File: config.mk
export PLATFORM = sky130hd
export DESIGN_NAME = softmax_row_prep
export DESIGN_NICKNAME = d
export VERILOG_FILES = /design/src/rtl/softmax_pkg.sv /design/src/rtl/softmax_row_buf.sv /design/src/rtl/softmax_row_prep.sv
export SDC_FILE = /design/constraint.sdc
export NUM_CORES = 1
export LEC_CHECK = 0
export ABC_AREA = 1
export CAP_MARGIN = 20
export CELL_PAD_IN_SITES_DETAIL_PLACEMENT = 1
export CELL_PAD_IN_SITES_GLOBAL_PLACEMENT = 2
export CORE_AREA = 5 5 400 402
export DETAILED_ROUTE_END_ITERATION = 16
export DIE_AREA = 0 0 405 407
export GPL_TIMING_DRIVEN = 0
export HOLD_SLACK_MARGIN = 0.02
export PLACE_DENSITY_LB_ADDON = 0.05
export SYNTH_ARGS = -nofsm -noshare
export SYNTH_HDL_FRONTEND = slang
export SYNTH_SLANG_ARGS = --single-unit
File: constraint.sdc
create_clock -name clk_p -period 5.6 [get_ports clk_p]
set_input_delay 0.84 -clock clk_p [delete_from_list [all_inputs] [get_ports clk_p]]
set_output_delay 0.84 -clock clk_p [all_outputs]
set_load 0.01 [all_outputs]
File: src/rtl/softmax_pkg.sv
// Shared types and width helpers for the softmax row-preparation block.
// Default shape constants mirror the top-level parameter defaults.
package softmax_pkg;

    typedef enum logic [1:0] {
        FILL  = 2'd0,
        LAST  = 2'd1,
        DRAIN = 2'd2
    } state_t;

    localparam int DEF_DATA_WIDTH    = 8;
    localparam int DEF_MATRIX_NUM    = 12;
    localparam int DEF_INPUT_SHAPE_1 = 128;
    localparam int DEF_INPUT_SHAPE_2 = 128;

    // Counters for a shape of 1 still need one bit to exist.
    function automatic int cnt_width(input int n);
        return (n > 1) ? $clog2(n) : 1;
    endfunction

    localparam int COL_WIDTH  = cnt_width(DEF_INPUT_SHAPE_2);
    localparam int ROW_WIDTH  = cnt_width(DEF_INPUT_SHAPE_1);
    localparam int MAT_WIDTH  = cnt_width(DEF_MATRIX_NUM);
    localparam int DIFF_WIDTH = DEF_DATA_WIDTH + 1;

endpackage

File: src/rtl/softmax_row_buf.sv
// One-row score buffer: simple dual-port memory, one write and one read per cycle.
// Read data is registered and appears the cycle after rd_en_i; contents are never reset.
module softmax_row_buf #(
    parameter int DEPTH = 128,
    parameter int WIDTH = 8,
    parameter int AW    = (DEPTH > 1) ? $clog2(DEPTH) : 1
) (
    input  logic             clk_p,
    input  logic             wr_en_i,
    input  logic [AW-1:0]    wr_addr_i,
    input  logic [WIDTH-1:0] wr_data_i,
    input  logic             rd_en_i,
    input  logic [AW-1:0]    rd_addr_i,
    output logic [WIDTH-1:0] rd_data_o
);

    logic [WIDTH-1:0] mem_q [DEPTH];
    logic [WIDTH-1:0] rd_data_q;

    always_ff @(posedge clk_p) begin
        if (wr_en_i) begin
            mem_q[wr_addr_i] <= wr_data_i;
        end
        if (rd_en_i) begin
            rd_data_q <= mem_q[rd_addr_i];
        end
    end

    assign rd_data_o = rd_data_q;

endmodule

File: src/rtl/softmax_row_prep.sv
// Buffers one score row, finds its maximum, then streams (row_max - x) with row/matrix/frame tags.
// First output 2 cycles after the row's last accept; output register holds while out_ready is low.
module softmax_row_prep
    import softmax_pkg::*;
#(
    parameter int DATA_WIDTH    = DEF_DATA_WIDTH,
    parameter int MATRIX_NUM    = DEF_MATRIX_NUM,
    parameter int INPUT_SHAPE_1 = DEF_INPUT_SHAPE_1,
    parameter int INPUT_SHAPE_2 = DEF_INPUT_SHAPE_2
) (
    input  logic                  clk_p,
    input  logic                  rst_n,
    input  logic                  in_valid,
    input  logic [DATA_WIDTH-1:0] in_data,
    output logic                  in_ready,
    output logic                  out_valid,
    input  logic                  out_ready,
    output logic [DATA_WIDTH:0]   out_data,
    output logic [DATA_WIDTH-1:0] out_row_max,
    output logic                  out_row_last,
    output logic                  out_mat_last,
    output logic                  out_frame_last
);

    localparam int COL_W  = cnt_width(INPUT_SHAPE_2);
    localparam int ROW_W  = cnt_width(INPUT_SHAPE_1);
    localparam int MAT_W  = cnt_width(MATRIX_NUM);
    localparam int DIFF_W = DATA_WIDTH + 1;

    localparam logic [COL_W-1:0] COL_LAST = COL_W'(INPUT_SHAPE_2 - 1);
    localparam logic [ROW_W-1:0] ROW_LAST = ROW_W'(INPUT_SHAPE_1 - 1);
    localparam logic [MAT_W-1:0] MAT_LAST = MAT_W'(MATRIX_NUM - 1);

    state_t state_q, state_d;

    logic [COL_W-1:0]             col_cnt_q, col_cnt_d;
    logic [ROW_W-1:0]             row_cnt_q, row_cnt_d;
    logic [MAT_W-1:0]             mat_cnt_q, mat_cnt_d;
    logic signed [DATA_WIDTH-1:0] run_max_q, run_max_d;
    logic signed [DATA_WIDTH-1:0] row_max_q, row_max_d;
    logic                         rd_done_q, rd_done_d;
    logic                         rd_vld_q, rd_vld_d;
    logic                         rd_last_q, rd_last_d;
    logic                         out_vld_q, out_vld_d;
    logic [DIFF_W-1:0]            out_dat_q, out_dat_d;
    logic [DATA_WIDTH-1:0]        out_max_q, out_max_d;
    logic                         row_last_q, row_last_d;
    logic                         mat_last_q, mat_last_d;
    logic                         frame_last_q, frame_last_d;
    logic                         ready_en_q;

    logic                         in_fire;
    logic                         out_fire;
    logic                         adv;
    logic                         rd_issue;
    logic signed [DATA_WIDTH-1:0] in_sdat;
    logic [DATA_WIDTH-1:0]        buf_rd_dat;

    assign in_sdat  = in_data;
    assign in_ready = ready_en_q && (state_q == FILL);
    assign in_fire  = in_valid && in_ready;
    assign out_fire = out_vld_q && out_ready;
    // The read stage and output register move together; nothing moves while the output is stalled.
    assign adv      = !out_vld_q || out_ready;
    assign rd_issue = adv && (state_q != FILL) && !rd_done_q;

    softmax_row_buf #(
        .DEPTH (INPUT_SHAPE_2),
        .WIDTH (DATA_WIDTH),
        .AW    (COL_W)
    ) u_row_buf (
        .clk_p     (clk_p),
        .wr_en_i   (in_fire),
        .wr_addr_i (col_cnt_q),
        .wr_data_i (in_data),
        .rd_en_i   (rd_issue),
        .rd_addr_i (col_cnt_q),
        .rd_data_o (buf_rd_dat)
    );

    always_comb begin
        state_d      = state_q;
        col_cnt_d    = col_cnt_q;
        row_cnt_d    = row_cnt_q;
        mat_cnt_d    = mat_cnt_q;
        run_max_d    = run_max_q;
        row_max_d    = row_max_q;
        rd_done_d    = rd_done_q;
        rd_vld_d     = rd_vld_q;
        rd_last_d    = rd_last_q;
        out_vld_d    = out_vld_q;
        out_dat_d    = out_dat_q;
        out_max_d    = out_max_q;
        row_last_d   = row_last_q;
        mat_last_d   = mat_last_q;
        frame_last_d = frame_last_q;

        unique case (state_q)
            FILL: begin
                if (in_fire) begin
                    if ((col_cnt_q == '0) || (in_sdat > run_max_q)) begin
                        run_max_d = in_sdat;
                    end
                    if (col_cnt_q == COL_LAST) begin
                        col_cnt_d = '0;
                        state_d   = LAST;
                    end else begin
                        col_cnt_d = col_cnt_q + COL_W'(1);
                    end
                end
            end
            LAST: begin
                row_max_d = run_max_q;
                state_d   = DRAIN;
            end
            DRAIN: begin
                if (out_fire && row_last_q) begin
                    state_d   = FILL;
                    rd_done_d = 1'b0;
                    if (row_cnt_q == ROW_LAST) begin
                        row_cnt_d = '0;
                        mat_cnt_d = (mat_cnt_q == MAT_LAST) ? '0 : mat_cnt_q + MAT_W'(1);
                    end else begin
                        row_cnt_d = row_cnt_q + ROW_W'(1);
                    end
                end
            end
            default: state_d = FILL;
        endcase

        // During LAST/DRAIN col_cnt is the read address; it wraps back to 0 ready for the next fill.
        if (rd_issue) begin
            col_cnt_d = (col_cnt_q == COL_LAST) ? '0 : col_cnt_q + COL_W'(1);
            rd_done_d = (col_cnt_q == COL_LAST);
        end

        if (adv) begin
            rd_vld_d  = rd_issue;
            rd_last_d = rd_issue && (col_cnt_q == COL_LAST);
            out_vld_d = rd_vld_q;
            if (rd_vld_q) begin
                out_dat_d    = {row_max_q[DATA_WIDTH-1], row_max_q}
                             - {buf_rd_dat[DATA_WIDTH-1], buf_rd_dat};
                out_max_d    = row_max_q;
                row_last_d   = rd_last_q;
                mat_last_d   = rd_last_q && (row_cnt_q == ROW_LAST);
                frame_last_d = rd_last_q && (row_cnt_q == ROW_LAST) && (mat_cnt_q == MAT_LAST);
            end else begin
                row_last_d   = 1'b0;
                mat_last_d   = 1'b0;
                frame_last_d = 1'b0;
            end
        end
    end

    always_ff @(posedge clk_p or negedge rst_n) begin
        if (!rst_n) begin
            state_q      <= FILL;
            col_cnt_q    <= '0;
            row_cnt_q    <= '0;
            mat_cnt_q    <= '0;
            run_max_q    <= '0;
            row_max_q    <= '0;
            rd_done_q    <= 1'b0;
            rd_vld_q     <= 1'b0;
            rd_last_q    <= 1'b0;
            out_vld_q    <= 1'b0;
            out_dat_q    <= '0;
            out_max_q    <= '0;
            row_last_q   <= 1'b0;
            mat_last_q   <= 1'b0;
            frame_last_q <= 1'b0;
            ready_en_q   <= 1'b0;
        end else begin
            state_q      <= state_d;
            col_cnt_q    <= col_cnt_d;
            row_cnt_q    <= row_cnt_d;
            mat_cnt_q    <= mat_cnt_d;
            run_max_q    <= run_max_d;
            row_max_q    <= row_max_d;
            rd_done_q    <= rd_done_d;
            rd_vld_q     <= rd_vld_d;
            rd_last_q    <= rd_last_d;
            out_vld_q    <= out_vld_d;
            out_dat_q    <= out_dat_d;
            out_max_q    <= out_max_d;
            row_last_q   <= row_last_d;
            mat_last_q   <= mat_last_d;
            frame_last_q <= frame_last_d;
            ready_en_q   <= 1'b1;
        end
    end

    assign out_valid      = out_vld_q;
    assign out_data       = out_dat_q;
    assign out_row_max    = out_max_q;
    assign out_row_last   = row_last_q;
    assign out_mat_last   = mat_last_q;
    assign out_frame_last = frame_last_q;

endmodule

==> run_results.csv <==
group,metric,value,unit
placement,gp_congestion,0.833,
synth,async_flop_share,0.0558,
sta,grt_setup_unrepaired,"no",
clock_network,ctsLongestPathBuffers,3,
pwr,irDropWorstVdd,0.246,mV
sta,skew,0.0191,ns
placement,dp_cells,6783,
outcome,outcome,"finished clean",
pwr,comb_power_share,0.011,
synth,avgSynthCellArea,10.1,um2
drt,routed_wl,205000,um
worst_setup_path,cp.required,5.96,ns
sta,setup_viol,0,
clock_network,clock-sinks,1093,
synth,yosys.area.top_type,"edfxtp_1",
clock_network,clk_pin_slew_worst_paths,0.05,ns
clock_network,htreeDepth,4,
global_routing,first_global_vias,33936,
worst_setup_path,slowest_stage,"nor2_1",
drt,firstDrtPassIters,6,
global_routing,grt-ovfl-total,0,
drt,drt-initial-drc-count,2801,
placement,hpwl,146000,um
worst_setup_path,crit_chain,"buf_2 -> nand3_1 -> inv_2 -> buf_2 -> nand2_1 -> clkbuf_1 -> nor2_1",
pwr,power_switching,3.72,mW
drt,vias,33906,
worst_setup_path,crit_type,"register to register",
sta,final.setup.tns,0,ns
sta,post-route-period-util,0.774,
global_routing,grt_max_degree,97,
finish,final_cells,7033,
global_routing,grtUsageTotal,0.247,
synth,synth_nets,4625,
pwr,p_sw_frac,0.210,
worst_setup_path,crit_path_start_kind,"register",
sta,timing.fmax,231,MHz
worst_setup_path,endpoint_kind,"register",
drt,viasPerCell,4.82,
pwr,p_clk_frac,0.485,
floorplanning,die_y,407,um
pwr,seq_power_share,0.504,
synth,synth.area.top_cells,"edfxtp_1 (67%), nand2_1 (22%), dfrtp_1 (3.3%)",
clock_network,cts-root-buf,"clkbuf_16",
synth,ys_top_cells_by_count,"nand2_1 (2763), edfxtp_1 (1032), nor2_1 (248), buf_2 (128), dfrtp_1 (61)",
floorplanning,start_util,0.299,
flow_run,cap_violations,0,
floorplanning,io_pins,34,
synth,ys_seq_area_frac,0.699,
floorplanning,rows,145,
finish,final_nets,4905,
worst_setup_path,cpMostUsedCell,"buf_2",
synth,syn_inst,4592,
synth,synth_edf_count,1032,
global_routing,antenna_found_initial,10,
finish,fin_area,55100,um2
synth,yosys_warnings,0,
floorplanning,die_x,405,um
floorplanning,die_area,165000,um2
placement,io_buffer_count,33,
sta,drv_slew,0,
floorplanning,core-area,156000,um2
pwr,p_int,14.0,mW
clock_network,cts_tree,"done",
pwr,power_density,322,nW/um2
synth,yosysMostFrequentCell,"nand2_1",
sta,timing.hold.ws,0.471,ns
synth,ys_seq_elements,1093,
drt,wire_per_inst,29.2,um
pwr,leakage,22.3,nW
sta,layout_min_cycle_time,4.34,ns
finish,syn_to_final_growth,18.6,%
hold_path,min_path_type,"register to register",
worst_setup_path,arrival,4.70,ns
global_routing,grt_first_pass_wirelength,280000,um
sta,timing.slew.headroom,0.186,
drt,antenna_left,0,
clock_network,numCtsBuffers,135,
placement,place_area,50800,um2
worst_setup_path,max_stage_delay,0.97,ns
synth,synth_area,46500,um2
synth,synth.distinct_cells,37,
finish,drive_gt1_frac,0.103,
clock_network,clock_latency,0.75,ns
synth,synthFlopType,"edfxtp_1",
sta,hold_viol,0,
drt,drcViolationCount,0,
worst_setup_path,crit_fanout,10,
clock_network,cts_setup_buffers,0,
sta,tightest_slew,1.22,ns
synth,yosysTopAreaCellShare,0.667,
power by group through the flow:
stage | clock network, mW | registers (mW) | logic [mW]
3_5_place_dp | 0 | 9.11 | 0.204
5_1_grt | 9.17 | 8.93 | 0.213
6_report | 8.60 | 8.94 | 0.197
3_3_place_gp | 0 | 9.17 | 0.179
4_1_cts | 8.81 | 8.94 | 0.204
2_1_floorplan | 0 | 9.11 | 0.00854
layout by cell type, fill, tap and decap left out, types with 3 or more instances in the layout:
master              n
ha_1               20
clkbuf_1           61
nand4_1             5
bufinv_16           9
clkinv_1           33
inv_6               9
clkbuf_16         142
xor2_1              4
clkinv_8            3
inv_1              60
buf_6              81
buf_8              21
nor2_2             29
buf_4              43
buf_1              11
clkinv_2           20
buf_2             128
o21ai_1            19
edfxtp_1         1032
nand3_1            36
nand2_1          2763
a21oi_1            59
o21ai_0            37
clkdlybuf4s50_1    24
dfrtp_1            61
nor3_1              4
inv_2               6
buf_16              9
nor2_1            220
per-layer routing:
| layer | up-vias | track usage | part of all wire |
|---|---|---|---|
| li1 | 15508 | - | - |
| met1 | 17390 | 0.335 | 0.45 |
| met2 | 792 | 0.416 | 0.48 |
| met3 | 214 | 0.0374 | 0.046 |
| met4 | 2 | 0.0655 | 0.026 |
| met5 | - | 0 | 0.000049 |
cells by family (layout without fill, tap and decap cells):
group           Yosys count  count (layout)  synth area share
fa+ha+maj                21              21           0.00581
other cells               1               2         0.0000807
xor+xnor                  6               6           0.00113
simple gates           3064            3064             0.249
buf+inv                 284             666            0.0307
flops                  1093            1093             0.699
compound gates          123             123            0.0136
through the flow:
stage / util / worst slack (ns) / power (mW)
global route: 0.354 / 1.18 / 18.3
CTS: 0.354 / 1.29 / 18.0
finish: 0.354 / 1.26 / 17.7
detailed placement: 0.326 / 1.30 / 9.31
floorplan: - / 3.34 / 9.12
global placement: 0.317 / -2.52 / 9.35
flip-flops by register name (all words and copies together), names as in the netlist:
register,flops
rd_last_q,1
row_cnt_q,7
row_max_q,8
u_row_buf.rd_data_o,8
run_max_q,8
out_mat_last,1
rd_done_q,1
col_cnt_q,7
state_q,2
ready_en_q,1
mat_cnt_q,4
out_valid,1
out_row_last,1
u_row_buf.mem_q,1024
out_frame_last,1
out_data,9
rd_vld_q,1
out_row_max,8
final cells by class:
type | count | area (um2)
clock inverters | 73 | 626
clock buffers | 166 | 3650
well taps | 2058 | 2570
flip-flops and latches | 1093 | 32500
diodes | 1 | 2.50
fillers | 17427 | 101000
repair buffers | 143 | 1730
plain buffers | 214 | 1160
inverters | 70 | 268
multi-input cells | 3215 | 12600
critical path: cells and delay by family, from the launching register on:
kind / cells / cell delay, ns
buf+inv: 4 / 1.90
flops: 1 / 0.43
simple gates: 3 / 1.58
worst paths after layout:
kind                                          start                               end  slack [ns]  depth (start not counted)
min                        run_max_q[7]$_DFFE_PN0P_          run_max_q[7]$_DFFE_PN0P_        0.47                          2
max reg2reg                col_cnt_q[1]$_DFFE_PN0P_  u_row_buf.mem_q[42][4]$_DFFE_PP_        1.26                          7
min reg2reg                run_max_q[7]$_DFFE_PN0P_          run_max_q[7]$_DFFE_PN0P_        0.47                          2
min in group asynchronous                     rst_n          mat_cnt_q[3]$_DFFE_PN0P_        0.55                          2
max in group asynchronous                     rst_n          run_max_q[3]$_DFFE_PN0P_        4.47                          3
max                        col_cnt_q[1]$_DFFE_PN0P_  u_row_buf.mem_q[42][4]$_DFFE_PP_        1.26                          7
what timing repair did:
item | 4_1_cts | 5_1_grt
endpoints found under the hold margin | 16 | 0
gates resized for setup | 0 | 0
hold buffers | 1 | 0
setup endpoints to repair | 0 | 0
(Power assumes the default switching activity.)
